### src/rtl/dp_ram_be_clr.sv
// Simple-dual-port RAM with per-byte write enables, 1- or 2-cycle read latency,
// selectable read-during-write result and a hardware clear sweep to INIT_VAL.
module dp_ram_be_clr #(
  parameter int               WIDTH    = 8,
  parameter int               DEPTH    = 64,
  parameter int               ADDR_BUS = $clog2(DEPTH),
  parameter int               BE_W     = WIDTH / 8,
  parameter int               RD_LAT   = 1,
  parameter int               RDW_MODE = 0,
  parameter logic [WIDTH-1:0] INIT_VAL = '0
) (
  input  logic                clk,
  input  logic                rst,
  input  logic                clr,
  output logic                busy,
  input  logic                we,
  input  logic [ADDR_BUS-1:0] wr_addr,
  input  logic [WIDTH-1:0]    din,
  input  logic [BE_W-1:0]     be,
  input  logic                re,
  input  logic [ADDR_BUS-1:0] rd_addr,
  output logic [WIDTH-1:0]    dout,
  output logic                dout_vld
);

  typedef enum logic {ST_CLEAR, ST_IDLE} state_t;

  localparam logic [ADDR_BUS-1:0] LAST_ADDR = ADDR_BUS'(DEPTH - 1);
  localparam logic [ADDR_BUS:0]   DEPTH_EXT = (ADDR_BUS + 1)'(DEPTH);

  logic [WIDTH-1:0] mem [DEPTH];

  state_t              state_q, state_d;
  logic [ADDR_BUS-1:0] cnt_q, cnt_d;
  logic                s1_vld_q, s1_vld_d;
  logic [WIDTH-1:0]    s1_data_q, s1_data_d;
  logic [WIDTH-1:0]    dout_q, dout_d;
  logic                dout_vld_q, dout_vld_d;

  logic             wr_ok, rd_ok, wr_in_range, rd_in_range;
  logic [WIDTH-1:0] lane_mask, rd_word;
  logic             res_vld;
  logic [WIDTH-1:0] res_data;

  assign busy        = (state_q == ST_CLEAR);
  assign wr_in_range = ({1'b0, wr_addr} < DEPTH_EXT);
  assign rd_in_range = ({1'b0, rd_addr} < DEPTH_EXT);
  assign wr_ok       = we && !busy && wr_in_range;
  assign rd_ok       = re && !busy;

  // Sweep sequencer: one word per clock, back to IDLE after writing the last word.
  always_comb begin
    state_d = state_q;
    cnt_d   = cnt_q;
    case (state_q)
      ST_CLEAR: begin
        cnt_d = cnt_q + ADDR_BUS'(1);
        if (cnt_q == LAST_ADDR) begin
          state_d = ST_IDLE;
          cnt_d   = '0;
        end
      end
      ST_IDLE: begin
        if (clr) begin
          state_d = ST_CLEAR;
          cnt_d   = '0;
        end
      end
      default: begin
        state_d = ST_CLEAR;
        cnt_d   = '0;
      end
    endcase
  end

  always_comb begin
    lane_mask = '0;
    for (int i = 0; i < BE_W; i++) lane_mask[8*i +: 8] = {8{be[i]}};
  end

  // Read word, with the incoming write merged in when new-data collision mode is selected.
  always_comb begin
    rd_word = '0;
    if (rd_in_range) begin
      rd_word = mem[rd_addr];
      if (RDW_MODE == 1 && wr_ok && (wr_addr == rd_addr))
        rd_word = (rd_word & ~lane_mask) | (din & lane_mask);
    end
  end

  always_comb begin
    s1_vld_d  = rd_ok;
    s1_data_d = rd_ok ? rd_word : s1_data_q;
    if (RD_LAT == 2) begin
      res_vld  = s1_vld_q;
      res_data = s1_data_q;
    end else begin
      res_vld  = rd_ok;
      res_data = rd_word;
    end
    dout_vld_d = res_vld;
    dout_d     = res_vld ? res_data : dout_q;
  end

  always_ff @(posedge clk or negedge rst) begin
    if (!rst) begin
      state_q    <= ST_CLEAR;
      cnt_q      <= '0;
      s1_vld_q   <= 1'b0;
      s1_data_q  <= '0;
      dout_q     <= '0;
      dout_vld_q <= 1'b0;
    end else begin
      state_q    <= state_d;
      cnt_q      <= cnt_d;
      s1_vld_q   <= s1_vld_d;
      s1_data_q  <= s1_data_d;
      dout_q     <= dout_d;
      dout_vld_q <= dout_vld_d;
    end
  end

  // Array has no reset so it can map onto block RAM; the sweep provides initialisation.
  always_ff @(posedge clk) begin
    if (busy) begin
      mem[cnt_q] <= INIT_VAL;
    end else if (wr_ok) begin
      for (int i = 0; i < BE_W; i++)
        if (be[i]) mem[wr_addr][8*i +: 8] <= din[8*i +: 8];
    end
  end

  assign dout     = dout_q;
  assign dout_vld = dout_vld_q;

endmodule

### config.mk
export PLATFORM = sky130hd
export DESIGN_NAME = dp_ram_be_clr
export DESIGN_NICKNAME = d
export VERILOG_FILES = /design/src/rtl/dp_ram_be_clr.sv
export SDC_FILE = /design/constraint.sdc
export NUM_CORES = 1
export LEC_CHECK = 0
export CORE_MARGIN = 2
export CORE_UTILIZATION = 56
export DETAILED_ROUTE_END_ITERATION = 6
export GPL_TIMING_DRIVEN = 0
export PLACE_DENSITY = 0.79
export SYNTH_ARGS = -nofsm -noshare
export SYNTH_HDL_FRONTEND = slang
export SYNTH_SLANG_ARGS = --single-unit
### constraint.sdc
create_clock -name clk -period 2.4 [get_ports clk]
set_input_delay 0.24 -clock clk [delete_from_list [all_inputs] [get_ports clk]]
set_output_delay 0.24 -clock clk [all_outputs]
set_load 0.01 [all_outputs]
==> impl_metrics.toml, run 1 <==
[synth]
yosysWarningCount = 0
synth_top_family_by_area = "multiplexers"
synth-simple-area-share_pct = 4.36
netlist.area_leader.share_pct = 73.9
netlist_instances = 1067
synth_mux_area_share_pct = 14.1
synth_area_mm2 = 0.0208
synth_common_cells = "512 x edfxtp_1, 96 x mux4_2, 65 x nor2_1, 54 x nand2_1, 41 x mux2i_1"
synth-xor-area-share_pct = 0.0842
yosysMostFrequentCell = "edfxtp_1"
synth_cell_type_count = 47
synth_top_area_cell = "edfxtp_1"
async_reset_ff_share_pct = 3.03
ys_seq_area_share_pct = 75.8
synth-compound-area-share_pct = 3.89
synth_ff_type = "edfxtp_1"
ys_seq_elements = 528
postSynthAreaPerCell_um2 = 19.5
synthTopCellsByArea = "edfxtp_1 74%, mux4_2 10%, mux2i_1 2.0%"
synth-edff-count = 512
synth_fa_ha_area_share_pct = 0.0601
synth_fp_nets = 1094

[sta]
finalWorstSetupSlack_ns = -0.0169
finalCritPeriodShare_pct = 101
slew_viol_final = 0
hold_viol = 0
fin_hold_ws_ns = 0.161
finalCriticalPeriod_ns = 2.42
fin_skew_ns = 0.0171
max_slew.worst_pin.slew_ns = 0.830
slew_headroom_pct = 44.5
setup_viol = 1
fmax_mhz = 414
rsz0062_at_grt = "no"

[worst_setup_path]
critPathMaxStageDelay_ns = 0.57
startpoint_type = "input pin"
r2r_end = "mem[26][4]$_DFFE_PP_"
path_cells = "clkdlybuf4s50_1 > clkbuf_1 > and3b_1 > buf_1 > a22oi_1 > nand2_1 > nor3_1 > o211ai_1"
r2r_cells = 5
crit_type = "in2reg"
startpoint = "rd_addr[5]"
cp_max_fo = 10
r2r-start = "state_q$_DFF_PN0_"
arrival_ns = 2.84
critical_path.endpoint_type = "flip-flop"
cp_data_required_time_ns = 2.82
crit_slowest_cell = "clkbuf_1"
r2r_slack_ns = 0.08

[global_routing]
grt.overflow.total = 0
grtUsageMet3_pct = 5.82
use_met1_pct = 35.4
met2_usage_pct = 39.1
grt_max_degree = 45
grt_usage_pct = 25.0
top_usage_layer = "met2"
grt_pass1_wl_um = 70200
grt_pass1_vias = 11000
antenna_found_initial = 0

[power]
seqPwrFrac_pct = 51.3
power.leakage_nw = 7.60
internal-power_w = 0.0159
p_comb_share_pct = 15.0
cellPowerDensity_mw_per_mm2 = 884
vdd_drop_max_mv = 0.482
power.share.clock_pct = 33.6
p_sw_w = 0.00564
switching_share_pct = 26.2

[clocking]
cts_max_level = 2
clk_latency_ns = 0.56
cts_buffer_depth = 3
path_clk_slew_ns = 0.07
cts_sinks = 528
root_buffer = "clkbuf_16"
cts_made_buffers = 49
cts_tree = "done"

[layout]
syn2layout_area_growth_pct = 17.0
final_nets = 1201
final_cells = 1677
fin_util_pct = 66.5
final.fill_count = 2286
diodes = 0
drive_gt1_share_pct = 30.1

[placement]
dp_slack_ns = -0.846
io_buffers = 35
dpl.hpwl_um = 29900
placedCellCount = 1578
gp_congestion = 1.01

[floorplanning]
num_rows = 70
design.die.area_mm2 = 0.0387
chipWidth_um = 197
ioPinCount = 36
core_mm2 = 0.0366
die_h_um = 197
initial_utilization_pct = 56.8

[worst_hold_path]
min_path_type = "in2async"

[route]
dr.pass1.iters = 6
totalWireLength_um = 47700
viasPerCell = 6.55
wl_per_cell_um = 28.4
drcViolationCount = 0
drt-initial-drc-count = 1542
num_vias = 11000
antenna_left = 0

[outcome]
failed_checks = "negative setup slack"
status = "finished, violations left"

[flow_run]
maxCapViolCount = 0
-- sequential cells by signal (all words and copies together) (netlist names) --
register,flops
dout_vld,1
mem,512
cnt_q,6
state_q,1
dout,8
-- timing repair --
action                                  4_1_cts  5_1_grt
buffers inserted                             11        3
endpoints found under the setup margin      911      665
endpoints found under the hold margin         0        0
gates resized for setup                     173       24
hold buffers                                  0        0
pin swaps                                    11        6
-- cell families after synthesis --
| family | Yosys count |
|---|---|
| multiplexers | 169 |
| AO/OA/AOI/OAI | 113 |
| AND/OR/NAND/NOR | 195 |
| XOR/XNOR | 2 |
| buffers and inverters | 59 |
| adder cells (fa/ha/maj) | 1 |
| flip-flops | 528 |
-- critical path, delay by kind of cell --
family / cells / cell delay, ns
compound gates: 2 / 0.45
buf+inv: 3 / 1.34
simple gates: 3 / 0.79
-- how the worst max path moves through the flow --
stage | end | slack [ns] | depth (start not counted)
after global placement | mem[42][1]$_DFFE_PP_ | -1.56 | 5
after CTS | dout[7]$_DFFE_PN0P_ | 0.009 | 8
after detailed placement | mem[42][5]$_DFFE_PP_ | -0.85 | 8
final | dout[2]$_DFFE_PN0P_ | -0.02 | 8
after floorplan | mem[0][0]$_DFFE_PP_ | 0.07 | 5
after global routing | mem[47][2]$_DFFE_PP_ | 0.008 | 8
-- metal layers --
layer / vias to the layer above / wire length [µm]
met2: 633 / 23100
met3: 107 / 5000
li1: 4580 / -
met4: 0 / 1410
met5: - / 0
met1: 5671 / 18200
-- metrics by stage --
step	total power [W]	TNS [ns]	area [µm²]
final	0.0215	-0.0169	24300
after global routing	0.0221	0	24300
after CTS	0.0213	0	24200
after detailed placement	0.0135	-443.70	21900
after global placement	0.0134	-1060.80	21700
after floorplan	0.0125	0	20800
-- cell type report --
cell class              count  area (µm²)  share of cell area [%]
plain buffers              55         347                    1.42
clock buffers              71        1340                    5.50
clock inverters            15         120                   0.494
inverters                   3        11.3                  0.0463
multi-input cells         480        5390                    22.1
flip-flops and latches    528       15800                    64.8
well taps                 468         586                    2.41
repair buffers             57         772                    3.17
-- placed cells by master, fill, tap and decap left out, drive strengths merged, types with 2 or more instances in the layout --
cell           netlist  routed
o21a                 3       3
o31ai                3       3
a2111oi              8       8
nor3                17      17
nand3b               5       5
and3b                2       2
or2                  2       2
or3b                 2       2
nand3               13      13
inv                  3       3
o211ai               8       8
nand2               54      54
clkinv               0      13
mux2                32      32
a21o                 2       2
a22o                 9       9
and3                 4       4
a211oi              16      16
mux2i               41      41
edfxtp             512     512
nor2                66      66
o22ai               36      36
o21ai                6       6
mux4                96      96
bufinv               0       2
nor2b               11      11
nand2b               5       5
a21oi                2       2
or3                  4       4
and2                 9       9
a22oi               16      16
xnor2                2       2
dfrtp               16      16
clkdlybuf4s50        0      34
clkbuf              14      83
buf                 42      65
-- power by group through the flow --
stage                     clock network, W  logic (W)  registers (W)
final                              0.00723    0.00324         0.0110
after global routing               0.00759    0.00338         0.0111
after CTS                          0.00725    0.00304         0.0110
after detailed placement                 0    0.00232         0.0112
after global placement                   0    0.00223         0.0112
after floorplan                          0    0.00141         0.0111
No activity file was read; power rests on OpenSTA's default activity.
==> run 2: changes to the inputs <==
--- a/config.mk
+++ b/config.mk
@@ -8,6 +8,7 @@
 export CORE_MARGIN = 2
-export CORE_UTILIZATION = 56
+export CORE_UTILIZATION = 58
+export CTS_BUF_LIST = sky130_fd_sc_hd__clkbuf_4
 export DETAILED_ROUTE_END_ITERATION = 6
 export GPL_TIMING_DRIVEN = 0
-export PLACE_DENSITY = 0.79
+export PLACE_DENSITY = 0.81
 export SYNTH_ARGS = -nofsm -noshare
==> constraint.sdc (replaced) <==
create_clock -name clk -period 2.4 [get_ports clk]
set_input_delay 0.6 -clock clk [delete_from_list [all_inputs] [get_ports clk]]
set_output_delay 0.6 -clock clk [all_outputs]
set_load 0.005 [all_outputs]
==> run 2 against run 1 <==
- the flow finishes with violations (design-rule violations, negative setup slack)
- total power is 1.7% higher
- routed wire length is 0.34% lower
- first-iteration DRC count is 3.6% lower
- critical path type unchanged
- die area is 3.4% lower
==> impl_metrics.toml, run 2 (synthesis gave the netlist of run 1 again) <==
[layout]
drive_gt1_share_pct = 37.0
largest_reg_flops = 512
final_nets = 1270
syn2layout_area_growth_pct = 17.1
final_common_cell = "edfxtp_1"
fin_util_pct = 68.7
final_cell_mix = "512 x edfxtp_1, 199 x clkbuf_4, 96 x mux4_2"
largest_register = "mem"

[worst_setup_path]
startpoint_type = "input pin"
critPathBufInv = 4
crit_type = "in2reg"
r2r_slack_ns = -0.09
r2r_end = "mem[30][2]$_DFFE_PP_"
critical_path.endpoint_type = "flip-flop"
path_cells = "dlygate4sd2_1 > buf_6 > buf_6 > clkbuf_4 > nand3b_1 > o22ai_1 > a211oi_2 > nand3_1 > o211ai_1"
cp_data_required_time_ns = 3.08
cp_top_family = "buffers and inverters"
crit_slowest_cell = "o22ai_1"
r2r-start = "state_q$_DFF_PN0_"
critPathMostFrequentCell = "buf_6"
arrival_ns = 3.20
cp_max_fo = 10
critPathMaxStageDelay_ns = 0.54
r2r_cells = 5

[outcome]
failed_checks = "design-rule violations, negative setup slack"
status = "finished, violations left"

[floorplanning]
ioPinCount = 36
initial_utilization_pct = 58.6
design.die.area_mm2 = 0.0374
core_mm2 = 0.0355
chipWidth_um = 193
die_h_um = 193
num_rows = 69

[route]
drcViolationCount = 2
antenna_left = 0
totalWireLength_um = 47500
num_vias = 11500
dr.pass1.iters = 7
drt-initial-drc-count = 1486
viasPerCell = 6.36
wl_per_cell_um = 26.4

[power]
cellPowerDensity_mw_per_mm2 = 898
power.leakage_nw = 7.80
vdd_drop_max_mv = 0.485

[clocking]
cts_max_level = 4
cts_tree = "done"
cts_sinks = 528
path_clk_slew_ns = 0.07
cts_buffer_depth = 3
cts_made_buffers = 131
root_buffer = "clkbuf_4"
clk_latency_ns = 0.82

[sta]
max_slew.worst_pin.slew_ns = 0.796
setup_viol = 117
fin_hold_ws_ns = 0.244
rsz0062_at_grt = "yes"
slew_headroom_pct = 46.8
finalCriticalPeriod_ns = 2.52
finalWorstSetupSlack_ns = -0.119
slew_viol_final = 0
fmax_mhz = 397
fin_setup_tns_ns = -4.84
hold_viol = 0
fin_skew_ns = 0.0714
finalCritPeriodShare_pct = 105

[global_routing]
grt.overflow.total = 0
grt_pass1_vias = 11600
grt_usage_pct = 25.4
grt_max_degree = 65
grt_pass1_wl_um = 70000
antenna_found_initial = 3

[placement]
gp_congestion = 1.00
io_buffers = 35
dpl.hpwl_um = 28800

[flow_run]
maxCapViolCount = 0

[worst_hold_path]
min_path_type = "in2async"
==> run 2: cell type report <==
cell class | instances | area [µm²]
plain buffers | 55 | 350
multi-input cells | 480 | 5390
well taps | 461 | 577
flip-flops and latches | 528 | 15800
clock inverters | 30 | 250
diodes | 3 | 7.51
fillers | 2119 | 11100
inverters | 3 | 11.3
clock buffers | 197 | 1480
repair buffers | 44 | 529
==> run 2: worst max-delay path by stage <==
stage,from,endpoint,slack (ns),cells past startpoint
2_1_floorplan,be,mem[1][0]$_DFFE_PP_,0.12,6
3_3_place_gp,be,mem[43][5]$_DFFE_PP_,-1.06,8
3_5_place_dp,we,mem[42][5]$_DFFE_PP_,-1.11,8
4_1_cts,state_q$_DFF_PN0_,mem[54][3]$_DFFE_PP_,-0.23,6
5_1_grt,state_q$_DFF_PN0_,mem[30][2]$_DFFE_PP_,-0.14,5
6_report,rd_addr[2],dout[3]$_DFFE_PN0P_,-0.12,9
==> run 2: timing repair <==
item,CTS,global route
cloned,0,0
setup endpoints to repair,1033,520
endpoints found under the hold margin,0,0
pin swaps,2,11
resized for setup,150,51
hold buffers,0,0
buffers inserted,0,9
==> run 2: metal layers <==
layer	part of all wire, %	global-route usage [%]
met1	38	35.1
met2	49	39.5
met3	9.9	6.43
met4	2.9	9.95
met5	0	0
==> run 2: worst register-to-register path, cell delays in order (launching register included) <==
cell and delay [ns]:
dfrtp_2 0.48, and3_1 0.18, buf_2 0.23, a22o_1 0.43
nand2_2 0.41, nor2_4 0.41
==> run 2: stage by stage <==
stage	std cells	setup slack, ns	cell area [µm²]	total power [W]
after floorplan	1067	0.116	20800	0.0125
after global placement	1563	-1.06	21700	0.0134
after detailed placement	1563	-1.11	21700	0.0135
after CTS	1789	-0.233	24000	0.0216
after global routing	1801	-0.141	24400	0.0226
final	1801	-0.119	24400	0.0219
==> run 2: where the power goes <==
group	leakage, nW	internal (W)	switching [W]
logic	2.01	0.00104	0.00208
registers	4.76	0.0108	0.000277
clock network	1.03	0.00428	0.00346
